<file path="src/rtl/undet_issue_pkg.sv">
// ----------------------------------------------------------------------------
// undet_issue_pkg
// Shared types and defaults for the undetermined-function datapath issue
// controller (undet_issue_ctrl) and its arbiter (undet_rr_arb).
//   op_e    : command opcode carried on req_op (LOAD / STEP)
//   state_e : issue controller FSM states
//   DW_DEF, SETTLE_DEF : default data width and settle window length
// ----------------------------------------------------------------------------
package undet_issue_pkg;

    localparam int DW_DEF     = 8;
    localparam int SETTLE_DEF = 2;

    typedef enum logic {
        OP_LOAD = 1'b0,
        OP_STEP = 1'b1
    } op_e;

    typedef enum logic [1:0] {
        IDLE   = 2'd0,
        ISSUE  = 2'd1,
        SETTLE = 2'd2
    } state_e;

endpackage

</file>
<file path="src/rtl/undet_rr_arb.sv">
// ----------------------------------------------------------------------------
// undet_rr_arb
// Two-way request arbiter for the issue controller.
// Build option UNDET_ISSUE_RR_EN:
//   defined   : round-robin; after a grant the other requester is favoured
//               on a tie, tracked by a 1-bit priority pointer.
//   undefined : fixed priority, requester 0 always wins; no state at all.
// Ports:
//   clk  in  : clock, rising edge
//   rst  in  : asynchronous active-low reset (clears the pointer)
//   req  in  : per-requester request
//   adv  in  : strobe, high when the current grant is actually taken
//   gnt  out : combinational one-hot grant (zero when no request)
// ----------------------------------------------------------------------------
module undet_rr_arb (
    input  logic       clk,
    input  logic       rst,
    input  logic [1:0] req,
    input  logic       adv,
    output logic [1:0] gnt
);

`ifdef UNDET_ISSUE_RR_EN
    // prio_q = 0 favours requester 0, 1 favours requester 1
    logic prio_q;

    always_comb begin
        gnt = req;
        if (req == 2'b11) begin
            gnt = prio_q ? 2'b10 : 2'b01;
        end
    end

    // After granting requester 0 favour requester 1, and vice versa
    always_ff @(posedge clk or negedge rst) begin
        if (!rst) begin
            prio_q <= 1'b0;
        end else if (adv && (gnt != 2'b00)) begin
            prio_q <= gnt[0];
        end
    end
`else
    logic unused_arb;
    assign unused_arb = ^{clk, rst, adv};

    always_comb begin
        gnt = 2'b00;
        if (req[0]) begin
            gnt = 2'b01;
        end else if (req[1]) begin
            gnt = 2'b10;
        end
    end
`endif

endmodule

</file>
<file path="src/rtl/undet_issue_ctrl.sv">
// ----------------------------------------------------------------------------
// undet_issue_ctrl
// Issue controller in front of the four-register undetermined-function
// datapath. Arbitrates LOAD / STEP commands from two requesters and drives
// the datapath en / ukn inputs. Every command is followed by a SETTLE-cycle
// quiet window before the next grant.
//   LOAD  : one cycle, en = 0, ukn = payload
//   STEP N: N consecutive en = 1 cycles (N = 0 gives a single no-op cycle)
// Build option UNDET_ISSUE_RR_EN selects round-robin arbitration (see
// undet_rr_arb); default build is fixed priority, requester 0 first.
// Parameters:
//   DW     : width of ukn and command payload
//   SETTLE : idle cycles after each command, 0..15
// Ports:
//   clk        in  : clock, rising edge
//   rst        in  : asynchronous active-low reset
//   req[1:0]   in  : per-requester request, held until granted
//   req_op[1:0]in  : per-requester opcode (0 LOAD, 1 STEP)
//   req_data0  in  : requester 0 payload (LOAD value or STEP count)
//   req_data1  in  : requester 1 payload
//   gnt[1:0]   out : one-hot one-cycle grant pulse
//   en         out : datapath enable
//   ukn        out : datapath unknown-input value
//   busy       out : high whenever the FSM is not IDLE
//   done       out : one-cycle completion pulse
//   done_id    out : requester that owned the completed command
// All outputs are registered.
// ----------------------------------------------------------------------------
module undet_issue_ctrl #(
    parameter int DW     = 8,
    parameter int SETTLE = 2
) (
    input  logic          clk,
    input  logic          rst,
    input  logic [1:0]    req,
    input  logic [1:0]    req_op,
    input  logic [DW-1:0] req_data0,
    input  logic [DW-1:0] req_data1,
    output logic [1:0]    gnt,
    output logic          en,
    output logic [DW-1:0] ukn,
    output logic          busy,
    output logic          done,
    output logic          done_id
);

    import undet_issue_pkg::*;

    // Reload value of the settle counter (counts down to zero inclusive)
    localparam int         SETTLE_M1   = (SETTLE > 0) ? SETTLE - 1 : 0;
    localparam logic [3:0] SETTLE_LAST = SETTLE_M1[3:0];

    state_e        state_q, state_d;
    logic [DW-1:0] cnt_q, cnt_d;        // remaining STEP beats after the current one
    logic [3:0]    scnt_q, scnt_d;      // remaining settle cycles after the current one
    logic          owner_q, owner_d;    // requester that owns the command in flight

    logic [1:0]    gnt_d;
    logic          en_d;
    logic [DW-1:0] ukn_d;
    logic          busy_d;
    logic          done_d;
    logic          done_id_d;

    logic [1:0]    arb_gnt;
    logic          arb_adv;
    op_e           sel_op;
    logic [DW-1:0] sel_data;

    undet_rr_arb u_arb (
        .clk (clk),
        .rst (rst),
        .req (req),
        .adv (arb_adv),
        .gnt (arb_gnt)
    );

    // Winner's command, only meaningful when arb_gnt is non-zero
    always_comb begin
        sel_op   = op_e'(req_op[arb_gnt[1]]);
        sel_data = arb_gnt[1] ? req_data1 : req_data0;
    end

    // Next-state and next-output logic; outputs are computed one cycle
    // ahead so that they can be registered
    always_comb begin
        state_d   = state_q;
        cnt_d     = cnt_q;
        scnt_d    = scnt_q;
        owner_d   = owner_q;
        gnt_d     = 2'b00;
        en_d      = 1'b0;
        ukn_d     = ukn;
        done_d    = 1'b0;
        done_id_d = done_id;
        arb_adv   = 1'b0;

        case (state_q)
            IDLE: begin
                if (arb_gnt != 2'b00) begin
                    arb_adv = 1'b1;
                    gnt_d   = arb_gnt;
                    owner_d = arb_gnt[1];
                    state_d = ISSUE;
                    if (sel_op == OP_LOAD) begin
                        ukn_d = sel_data;
                        cnt_d = '0;
                    end else begin
                        // STEP 0 degenerates to one cycle with en low
                        en_d  = (sel_data != '0);
                        cnt_d = (sel_data != '0) ? sel_data - DW'(1) : '0;
                    end
                end
            end

            ISSUE: begin
                if (cnt_q != '0) begin
                    cnt_d = cnt_q - DW'(1);
                    en_d  = 1'b1;
                end else if (SETTLE == 0) begin
                    state_d   = IDLE;
                    done_d    = 1'b1;
                    done_id_d = owner_q;
                end else begin
                    state_d = undet_issue_pkg::SETTLE;
                    scnt_d  = SETTLE_LAST;
                end
            end

            undet_issue_pkg::SETTLE: begin
                if (scnt_q != 4'd0) begin
                    scnt_d = scnt_q - 4'd1;
                end else begin
                    state_d   = IDLE;
                    done_d    = 1'b1;
                    done_id_d = owner_q;
                end
            end

            default: begin
                state_d = IDLE;
            end
        endcase

        busy_d = (state_d != IDLE);
    end

    // State and output registers; reset discards any command in flight
    always_ff @(posedge clk or negedge rst) begin
        if (!rst) begin
            state_q <= IDLE;
            cnt_q   <= '0;
            scnt_q  <= 4'd0;
            owner_q <= 1'b0;
            gnt     <= 2'b00;
            en      <= 1'b0;
            ukn     <= '0;
            busy    <= 1'b0;
            done    <= 1'b0;
            done_id <= 1'b0;
        end else begin
            state_q <= state_d;
            cnt_q   <= cnt_d;
            scnt_q  <= scnt_d;
            owner_q <= owner_d;
            gnt     <= gnt_d;
            en      <= en_d;
            ukn     <= ukn_d;
            busy    <= busy_d;
            done    <= done_d;
            done_id <= done_id_d;
        end
    end

endmodule

</file>
<file path="config.mk">
export PLATFORM = sky130hd
export DESIGN_NAME = undet_issue_ctrl
export DESIGN_NICKNAME = d
export VERILOG_FILES = /design/src/rtl/undet_issue_pkg.sv /design/src/rtl/undet_rr_arb.sv /design/src/rtl/undet_issue_ctrl.sv
export SDC_FILE = /design/constraint.sdc
export NUM_CORES = 1
export LEC_CHECK = 0
export ABC_AREA = 1
export BUFFER_PORTS_ARGS = -buffer_cell sky130_fd_sc_hd__buf_2
export CAP_MARGIN = 0
export CORE_UTILIZATION = 55
export DETAILED_ROUTE_END_ITERATION = 10
export MAX_ROUTING_LAYER = met4
export PLACE_DENSITY = 0.8
export SLEW_MARGIN = 5
export SYNTH_ARGS = -nofsm -noshare
export SYNTH_HDL_FRONTEND = slang
export SYNTH_SLANG_ARGS = --single-unit
</file>
<file path="constraint.sdc">
create_clock -name clk -period 3.45 [get_ports clk]
set_clock_uncertainty 0.05 [all_clocks]
set_input_delay 0.345 -clock clk [delete_from_list [all_inputs] [get_ports clk]]
set_output_delay 0.345 -clock clk [all_outputs]
set_load 0.02 [all_outputs]
</file>
== After elaboration in Yosys (flattened, before gate mapping) ==
Index checks and enable logic that the tools add are counted.
Word-level totals
  bits in registers: 29
  input bits: 22
  word-level logic and storage cells: 60
Operators by class
  add/subtract/negate cells: 3
  $lt $le $gt $ge: 1
  equality and inequality tests: 6
  mux-type cells: 25
  bitwise gates (word level): 2
  reduce and logical (&&, ||, !) cells: 13
Operators with widths (number)
  $mux 8: 5
  $pmux 8 s2: 1
  $reduce_bool 8->1: 2
  $sub 8x1->8 const B: 2
  $mux 2: 7
  $reduce_and 3->1: 3
  $mux 4: 2
  $ne 2x2->1 const B: 4
  $pmux 4 s2: 1
  $reduce_bool 2->1: 4
  $mux 1: 7
  $pmux 2 s3: 1
  $reduce_and 2->1: 2
  $reduce_bool 4->1: 1
  $sub 4x1->4 const B: 1
  $eq 2x1->1 const B: 1
  $eq 2x2->1 const B: 1
  $logic_not 2->1: 1
  $lt 1x2->1 const B: 1
  $not 1->1: 2
  $pmux 1 s2: 1

== Depth between registers and ports, before layout ==
Gate-level depths: netlist of the first run.
  depth in word-level cells: 8
  mapped depth: 13

== Cells and area by module ==
A second synthesis of the first run with hierarchy kept.
Second synthesis, totals
  cells, all modules: 258
  area, all modules: 1795.5 um^2
By module, submodules not included
  undet_issue_ctrl: instances 1, cells each 255, area an instance 1778.0 um^2, seq. area each 725.7 um^2
  undet_rr_arb: instances 1, cells each 3, area an instance 17.5 um^2, seq. area each 0.0 um^2

== Worst setup path after synthesis of the first run ==
OpenSTA, ideal clock, no wires.
  path kind: input to register
  start point: input port req[1]
  end point: register cnt_q[6]
  setup time: 0.118 ns
  arrival: 1.635 ns
  data required time: 3.282 ns
  path slack: 1.648 ns
  stages on the path: 13
  buffers on the path: 2
  cell sequence: buf_4 nand2_4 buf_6 nand2_1 nand2_1 ha_1 inv_1 nor2_1 nand3_1 nand2_1 nand2_1 a21oi_1 nor2_1
Between the ends
  word-level cells in the longest chain between the ends: 8
RTL lines
  start, declared: line undet_issue_ctrl.sv:35  | input logic [1:0] req,
  $mux 2 (*): line undet_rr_arb.sv:50  | end else if (req[1]) begin
  $mux 2 (*): line undet_rr_arb.sv:48  | if (req[0]) begin
  $mux 8: line undet_issue_ctrl.sv:81  | sel_data = arb_gnt[1] ? req_data1 : req_data0;
  $sub 8x1->8 / $reduce_bool 8->1 (equally long branches): line undet_issue_ctrl.sv:111  | cnt_d = (sel_data != '0) ? sel_data - DW'(1) : '0;
  $mux 8: line undet_issue_ctrl.sv:111
  $mux 8: line undet_issue_ctrl.sv:105  | if (sel_op == OP_LOAD) begin
  $mux 8: line undet_issue_ctrl.sv:100  | if (arb_gnt != 2'b00) begin
  $pmux 8 s2: line undet_issue_ctrl.sv:98  | case (state_q)
  end signal, assigned: line undet_issue_ctrl.sv:163  | cnt_q <= cnt_d;
  end, declared: line undet_issue_ctrl.sv:54  | logic [DW-1:0] cnt_q, cnt_d;
Every way passes the cells marked *; elsewhere a longest branch is shown, timed or not. The select of a mux whose other input is x is not followed.
A chain may end at the register's enable or synchronous reset.

== Worst setup path in the final report of the first run ==
  start point: register cnt_q[0]
  end point: register cnt_q[3]
Between the ends
  word-level cells in the longest chain between the ends: 3
RTL lines (line)
  $sub 8x1->8 / $reduce_bool 8->1 (equally long branches): undet_issue_ctrl.sv:118, undet_issue_ctrl.sv:117
  $mux 8 / $ne 2x2->1 (equally long branches)
  $pmux 8 s2 / $reduce_and 3->1 (equally long branches)
Several ways; a longest one is shown, not always the timed one. The select of a mux whose other input is x is not followed.

==> results of run 1 <==
routing by layer:
layer	routed length, um	vias to the layer above	global-route usage (%)
met1	1689	737	30.08
met3	137	6	5.495
li1	-	854	-
met5	0	-	-
met4	61	0	9.524
met2	1712	35	42.53
worst register-to-register path, delay by kind of cell, from the launching register on:
family          cells  cell delay (ns)
compound gates      1             0.14
fa+ha+maj           1             0.18
buf+inv             2             0.35
flops               1             0.41
simple gates        6             0.80
per-stage QoR:
| stage | utilization (%) | setup WS (ns) | hold WS, ns |
|---|---|---|---|
| floorplan | - | 1.648 | -0.0005911 |
| CTS | 66.53 | 1.458 | 0.2950 |
| global placement | 64.38 | 1.406 | 0.3524 |
| detailed placement | 64.38 | 1.349 | 0.3564 |
| global route | 66.53 | 1.248 | 0.3742 |
| finish | 66.53 | 1.445 | 0.2962 |
cells by family (layout without fill, tap and decap cells):
family / after synthesis / in the layout / synth area share [%]
simple gates: 130 / 130 / 33.64
buf+inv: 42 / 82 / 9.807
compound gates: 39 / 39 / 11.67
fa+ha+maj: 4 / 4 / 2.863
flops: 29 / 29 / 41.52
xor+xnor: 1 / 1 / 0.5012
synthesized netlist by cell type, types with 2 or more instances:
master and instances:
o21ai_1 11, o21ai_0 4, inv_2 3, nor2_4 2
dfrtp_1 29, buf_2 2, nor3_1 3, inv_1 35
nor2_2 2, or2_2 2, nand4_1 3, o22ai_1 2
ha_1 4, nand3_1 16, nor2_1 33, nand2_2 5
a21oi_1 20, nand2_1 57, nand3b_1 4
path summary, 6_finish.rpt:
path / cells past startpoint / startpoint / to / slack, ns
worst min register to register: 2 / ukn[1]$_DFFE_PN0P_ / ukn[1]$_DFFE_PN0P_ / 0.45
min in group asynchronous: 2 / rst / gnt[0]$_DFF_PN0_ / 0.54
worst max register to register: 10 / cnt_q[0]$_DFFE_PN0P_ / cnt_q[3]$_DFFE_PN0P_ / 1.44
max in group asynchronous: 2 / rst / scnt_q[3]$_DFFE_PN0P_ / 2.39
worst max-delay path: 10 / cnt_q[0]$_DFFE_PN0P_ / cnt_q[3]$_DFFE_PN0P_ / 1.44
worst min-delay path: 3 / req_data1[7] / ukn[7]$_DFFE_PN0P_ / 0.30
cell type report:
class	count	area, sq um
flip-flops and latches	29	725.7
repair buffers	36	185.2
fillers	284	1013
inverters	38	142.6
well taps	44	55.05
clock buffers	5	37.54
clock inverters	3	17.52
multi-input cells	174	850.8
report_power, final:
part	total [W]	internal, W	switching, W
sequential	0.000515	0.000442	0.0000733
clock	0.000203	0.0000766	0.000127
combinational	0.000475	0.000182	0.000293
total	0.00119	0.000700	0.000493
registers in the layout (all words and copies together) (netlist names):
name     flops
busy         1
cnt_q        8
done         1
done_id      1
en           1
gnt          2
owner_q      1
scnt_q       4
state_q      2
ukn          8
timing repair:
| item | CTS | global route |
|---|---|---|
| hold buffers | 1 | 0 |
| endpoints found under the setup margin | 0 | 0 |
| hold endpoints to repair | 29 | 0 |
==> flow_summary.yaml, run 1 <==
run_status:
  status: "complete, no violations"
clock_tree:
  clkTransAtPathRegs_ns: 0.10
  root_buffer: "clkbuf_4"
  cts_buffer_depth: 2
  htree_levels: 2
  cts_resized: 0
  post-cts-setup-buffers: 0
  cts_tree: "built"
  cts_sinks: 29
  clock_latency_ns: 0.33
  cts_made_buffers: 5
sta:
  setup_viol: 0
  min_period_over_period_pct: 58.12
  slew_violations: 0
  final_hold_viol_count: 0
  period_minus_slack_ns: 2.005
  fmax_ghz: 0.4987
  setup_tns_ns: 0
  rsz0062_at_grt: "no"
  maxSlewHeadroom_pct: 57.72
  worst-slew-pin-transition_ns: 0.6342
placement:
  io_buffer_count: 35
  hpwl_mm: 2.709
  gp_congestion: 0.8775
  placed_area_sq_um: 1949
  placedCellCount: 320
detailed_routing:
  firstDrtPassIters: 4
  wl_mm: 3.601
  wl_per_cell_um: 10.95
  ant_nets: 0
  drc: 0
  vias: 1632
  viasPerCell: 4.960
  drt-initial-drc-count: 61
floorplan:
  die-area_sq_um: 3408
  io_pins: 36
  core_area_sq_um: 3028
  row_count: 20
  die_width_um: 58.38
  initial_core_util_pct: 57.73
  fp.dieH_um: 58.38
synth:
  yosysSeqAreaShare_pct: 41.52
  synth_cells: 245
  ys_warn_count: 0
  ys_types: 27
  synth.top_cell.area_share_pct: 41.52
  netlist_area_sq_um: 1748
  yosysTopAreaCell: "dfrtp_1"
  synth-edff-count: 0
  synth_nets: 271
  synth_top_flop_cell: "dfrtp_1"
  synth.ff_latch_count: 29
  syn_avg_cell_area_sq_um: 7.134
  synth.area.top_cells: "dfrtp_1 42%, nand2_1 12%, inv_1 7.5%"
  ys_async_sr_fraction_pct: 100.0
global_route:
  antenna_found_initial: 0
  grt_pass1_wl_mm: 6.382
  grt_max_degree: 30
  overflow: 0
  grtUsageTotal_pct: 25.41
  grt_pass1_vias: 1514
setup_path:
  cp_cell_sequence: "inv_1 > ha_1 > nand2_1 > nor2_1 > nand3_1 > nand2_1 > nand2_1 > inv_1 > nor2_1 > a21oi_1"
  cpMostUsedCell: "nand2_1"
  worstSetupPathType: "reg2reg"
  setup.worst_path.start_class: "flip-flop"
  worst-path-buf-inv: 2
  crit_path_max_incr_delay_ns: 0.41
  critical_path.endpoint_type: "flip-flop"
  crit_path_max_fanout: 13
  required_ns: 3.66
  crit_family: "simple AND/OR/NAND/NOR gates"
  cpMaxStageDelayCell: "dfrtp_1"
  arrival_ns: 2.22
finish:
  area_delta_synth_final_pct: 15.25
  final_cell_area_sq_um: 2014
  fin_cells: 329
  diodes: 0
  drive_gt1_share_pct: 21.05
  nNetsFinal: 310
  final_cell_mix: "57 x nand2_1, 35 x inv_1, 35 x buf_2, 33 x nor2_1, 29 x dfrtp_1"
  layout_commonest_cell: "nand2_1"
flow_run:
  cap_violations: 0
power_and_ir_drop:
  total_power_w: 0.001193
  ir_drop_v: 0.0002425
  p_per_area_nw_per_um2: 592.4
  power.leakage_nw: 1.120
hold_path:
  hold_class: "in2reg"
Note: power is estimated with default switching activity, not from simulation.
==> run 2: changes to the inputs <==
--- a/config.mk
+++ b/config.mk
@@ -5,13 +5,13 @@
 export SDC_FILE = /design/constraint.sdc
 export NUM_CORES = 1
 export LEC_CHECK = 0
-export ABC_AREA = 1
+export ABC_AREA = 0
 export BUFFER_PORTS_ARGS = -buffer_cell sky130_fd_sc_hd__buf_2
 export CAP_MARGIN = 0
-export CORE_UTILIZATION = 55
+export CORE_UTILIZATION = 49
 export DETAILED_ROUTE_END_ITERATION = 10
 export MAX_ROUTING_LAYER = met4
-export PLACE_DENSITY = 0.8
+export PLACE_DENSITY = 0.76
 export SLEW_MARGIN = 5
 export SYNTH_ARGS = -nofsm -noshare
 export SYNTH_HDL_FRONTEND = slang
==> constraint.sdc (replaced) <==
create_clock -name clk -period 1.72 [get_ports clk]
set_clock_uncertainty 0.05 [all_clocks]
set_input_delay 0.172 -clock clk [delete_from_list [all_inputs] [get_ports clk]]
set_output_delay 0.172 -clock clk [all_outputs]
set_load 0.02 [all_outputs]
==> run 2 against run 1 <==
Effect of this change: the run now ends with setup timing left; via count down 1.8%; sequential power is 33% higher; routed wire length increased by 26%; maximum frequency shrank 2.0%; count of clock-buffer cells in the layout up 1; sequential share of layout area decreased by 5.4 points; non-clock buffer count up 38.
==> flow_summary.yaml, run 2 <==
run_status:
  status: "complete, but fails checks"
  failed_checks: "setup timing"
synth:
  ys_async_sr_fraction_pct: 100.0
  synth_nets: 194
  synthMuxAreaShare_pct: 9.044
  synth.area.top_cells: "dfrtp_1 43%, mux2i_1 7.7%, nor2_1 5.8%"
  syn_avg_cell_area_sq_um: 10.05
  synth_common_cells: "29 x dfrtp_1, 26 x nor2_1, 13 x mux2i_1"
  synthMostInstantiatedCell: "dfrtp_1"
  synth_cells: 168
  ys_warn_count: 0
  synth-compound-area-share_pct: 14.60
  synth.ff_latch_count: 29
  synth.top_cell.area_share_pct: 42.99
  synthAdderAreaFrac_pct: 2.965
  yosysSeqAreaShare_pct: 42.99
  synth_top_family_by_area: "simple AND/OR/NAND/NOR gates"
  synth_top_flop_cell: "dfrtp_1"
  synth_xor_area_share_pct: 4.151
  synth-edff-count: 0
  synthSimpleGateAreaFrac_pct: 20.90
  netlist_area_sq_um: 1688
  yosysTopAreaCell: "dfrtp_1"
  ys_types: 49
clock_tree:
  root_buffer: "clkbuf_4"
  cts_buffer_depth: 2
  cts_made_buffers: 5
  htree_levels: 2
  clock_latency_ns: 0.33
  clkTransAtPathRegs_ns: 0.09
  cts_tree: "built"
  cts_sinks: 29
floorplan:
  core_area_sq_um: 3153
  die-area_sq_um: 3683
  io_pins: 36
  initial_core_util_pct: 53.53
  row_count: 20
  die_width_um: 60.69
  fp.dieH_um: 60.69
sta:
  worst-slew-pin-transition_ns: 0.6466
  final_hold_viol_count: 0
  layout_setup_ws_ns: -0.3258
  slew_violations: 0
  rsz0062_at_grt: "yes"
  fmax_ghz: 0.4888
  setup_viol: 16
  whs_ns: 0.1259
  maxSlewHeadroom_pct: 56.90
  min_period_over_period_pct: 118.9
  period_minus_slack_ns: 2.046
power_and_ir_drop:
  p_seq_share_pct: 54.5
  p_int_w: 0.0009186
  p_per_area_nw_per_um2: 529.4
  combPwrFrac_pct: 13.7
  ir_drop_v: 0.0002992
  power.leakage_nw: 1.209
  p_switching_w: 0.0003346
  netSwitchingFraction_pct: 26.70
  clockPowerShare_pct: 31.8
finish:
  area_delta_synth_final_pct: 40.25
  final_cell_mix: "35 x buf_2, 32 x buf_4, 29 x dfrtp_1, 24 x nor2_1, 12 x mux2i_1"
  nNetsFinal: 268
  filler_cell_count: 230
  layout_commonest_cell: "buf_2"
  drive_gt1_share_pct: 47.74
  diodes: 0
  reg.largest.list: "cnt_q x8, ukn x8, scnt_q x4"
global_route:
  grtUsageTotal_pct: 27.66
  grt_pass1_vias: 1649
  antenna_found_initial: 0
  grt_max_degree: 30
  overflow: 0
  grt_pass1_wl_mm: 7.134
detailed_routing:
  wl_mm: 4.538
  viasPerCell: 5.585
  vias: 1603
  ant_nets: 0
  firstDrtPassIters: 4
  drc: 0
  wl_per_cell_um: 15.81
  drt-initial-drc-count: 42
setup_path:
  crit_path_max_fanout: 5
  worstSetupPathType: "reg2reg"
  arrival_ns: 2.22
  setup.worst_path.start_class: "flip-flop"
  critical_path.endpoint_type: "flip-flop"
  required_ns: 1.90
placement:
  io_buffer_count: 35
  gp_congestion: 0.8529
  hpwl_mm: 3.186
  pre_cts_ws_ns: -0.4268
flow_run:
  cap_violations: 0
hold_path:
  hold_class: "in2reg"
[run 2: cell types whose count changed after synthesis, sizes merged, moves of 10 or more]
cell   change
nand2     -56
mux2i     +13
inv       -29
o21ai     -10
nor2      -11
nand3     -15
a21oi     -10
[run 2: cell families after synthesis]
logic type               Yosys count
flip-flops                        29
multiplexers                      15
buffers and inverters             16
AND/OR/NAND/NOR                   64
AO/OA/AOI/OAI                     32
XOR/XNOR                           8
adder cells (fa/ha/maj)            4
[run 2: timing repair]
item / 4_1_cts / 5_1_grt
endpoints found under the setup margin: 17 / 24
hold buffers: 1 / 0
pin swaps: 4 / 4
endpoints found under the hold margin: 29 / 0
buffers inserted: 4 / 3
gates resized for setup: 23 / 11
[run 2: final cells by class]
cell class | count | area, sq um | share of cell area [%]
clock buffer | 6 | 41.29 | 1.744
clock inverter | 2 | 10.01 | 0.4228
inverter | 9 | 36.28 | 1.533
multi-input combinational | 123 | 997.2 | 42.12
sequential | 29 | 725.7 | 30.66
tap | 44 | 55.05 | 2.326
timing repair buffer | 74 | 501.7 | 21.19
[run 2: critical path, cell delays in order (launching register included)]
cell and delay, ns:
dfrtp_1 0.40, inv_2 0.09, ha_4 0.13, or4b_4 0.47, o41ai_4 0.28, and2_4 0.26
inv_4 0.06, o22a_1 0.20
[run 2: path summary, 6_finish.rpt]
check / from / endpoint / slack, ns / cells after the start
min reg2reg: owner_q$_DFFE_PN0P_ / owner_q$_DFFE_PN0P_ / 0.43 / 1
min: req_data1[4] / ukn[4]$_DFFE_PN0P_ / 0.13 / 3
min in group asynchronous: rst / gnt[0]$_DFF_PN0_ / 0.33 / 2
max reg2reg: cnt_q[0]$_DFFE_PN0P_ / cnt_q[4]$_DFFE_PN0P_ / -0.33 / 7
max in group asynchronous: rst / cnt_q[2]$_DFFE_PN0P_ / 0.86 / 2
max: cnt_q[0]$_DFFE_PN0P_ / cnt_q[4]$_DFFE_PN0P_ / -0.33 / 7
[run 2: per-stage QoR]
stage	setup TNS, ns	instance area [sq um]	utilization [%]	total power (W)	std cells
2_1_floorplan	-2.437	1733	-	0.0007753	168
3_3_place_gp	-4.560	2138	67.82	0.0008553	272
3_5_place_dp	-6.585	2138	67.82	0.0008626	272
4_1_cts	-3.025	2302	73.02	0.001260	285
5_1_grt	-4.804	2367	75.08	0.001304	287
6_report	-3.752	2367	75.08	0.001253	287
[run 2: power groups by stage]
stage | clock network [W] | logic [W] | registers [W]
6_report | 0.000399 | 0.000172 | 0.000683
5_1_grt | 0.000435 | 0.000186 | 0.000683
4_1_cts | 0.000407 | 0.000170 | 0.000683
3_5_place_dp | 0 | 0.000166 | 0.000696
3_3_place_gp | 0 | 0.000159 | 0.000696
2_1_floorplan | 0 | 0.0000788 | 0.000697
[run 2: routing by layer]
metal / up-vias / track usage, % / part of all wire, %
li1: 750 / - / -
met1: 780 / 29.28 / 39
met2: 51 / 48.35 / 53
met3: 22 / 5.757 / 4.5
met4: 0 / 14.29 / 4.1
met5: - / - / 0
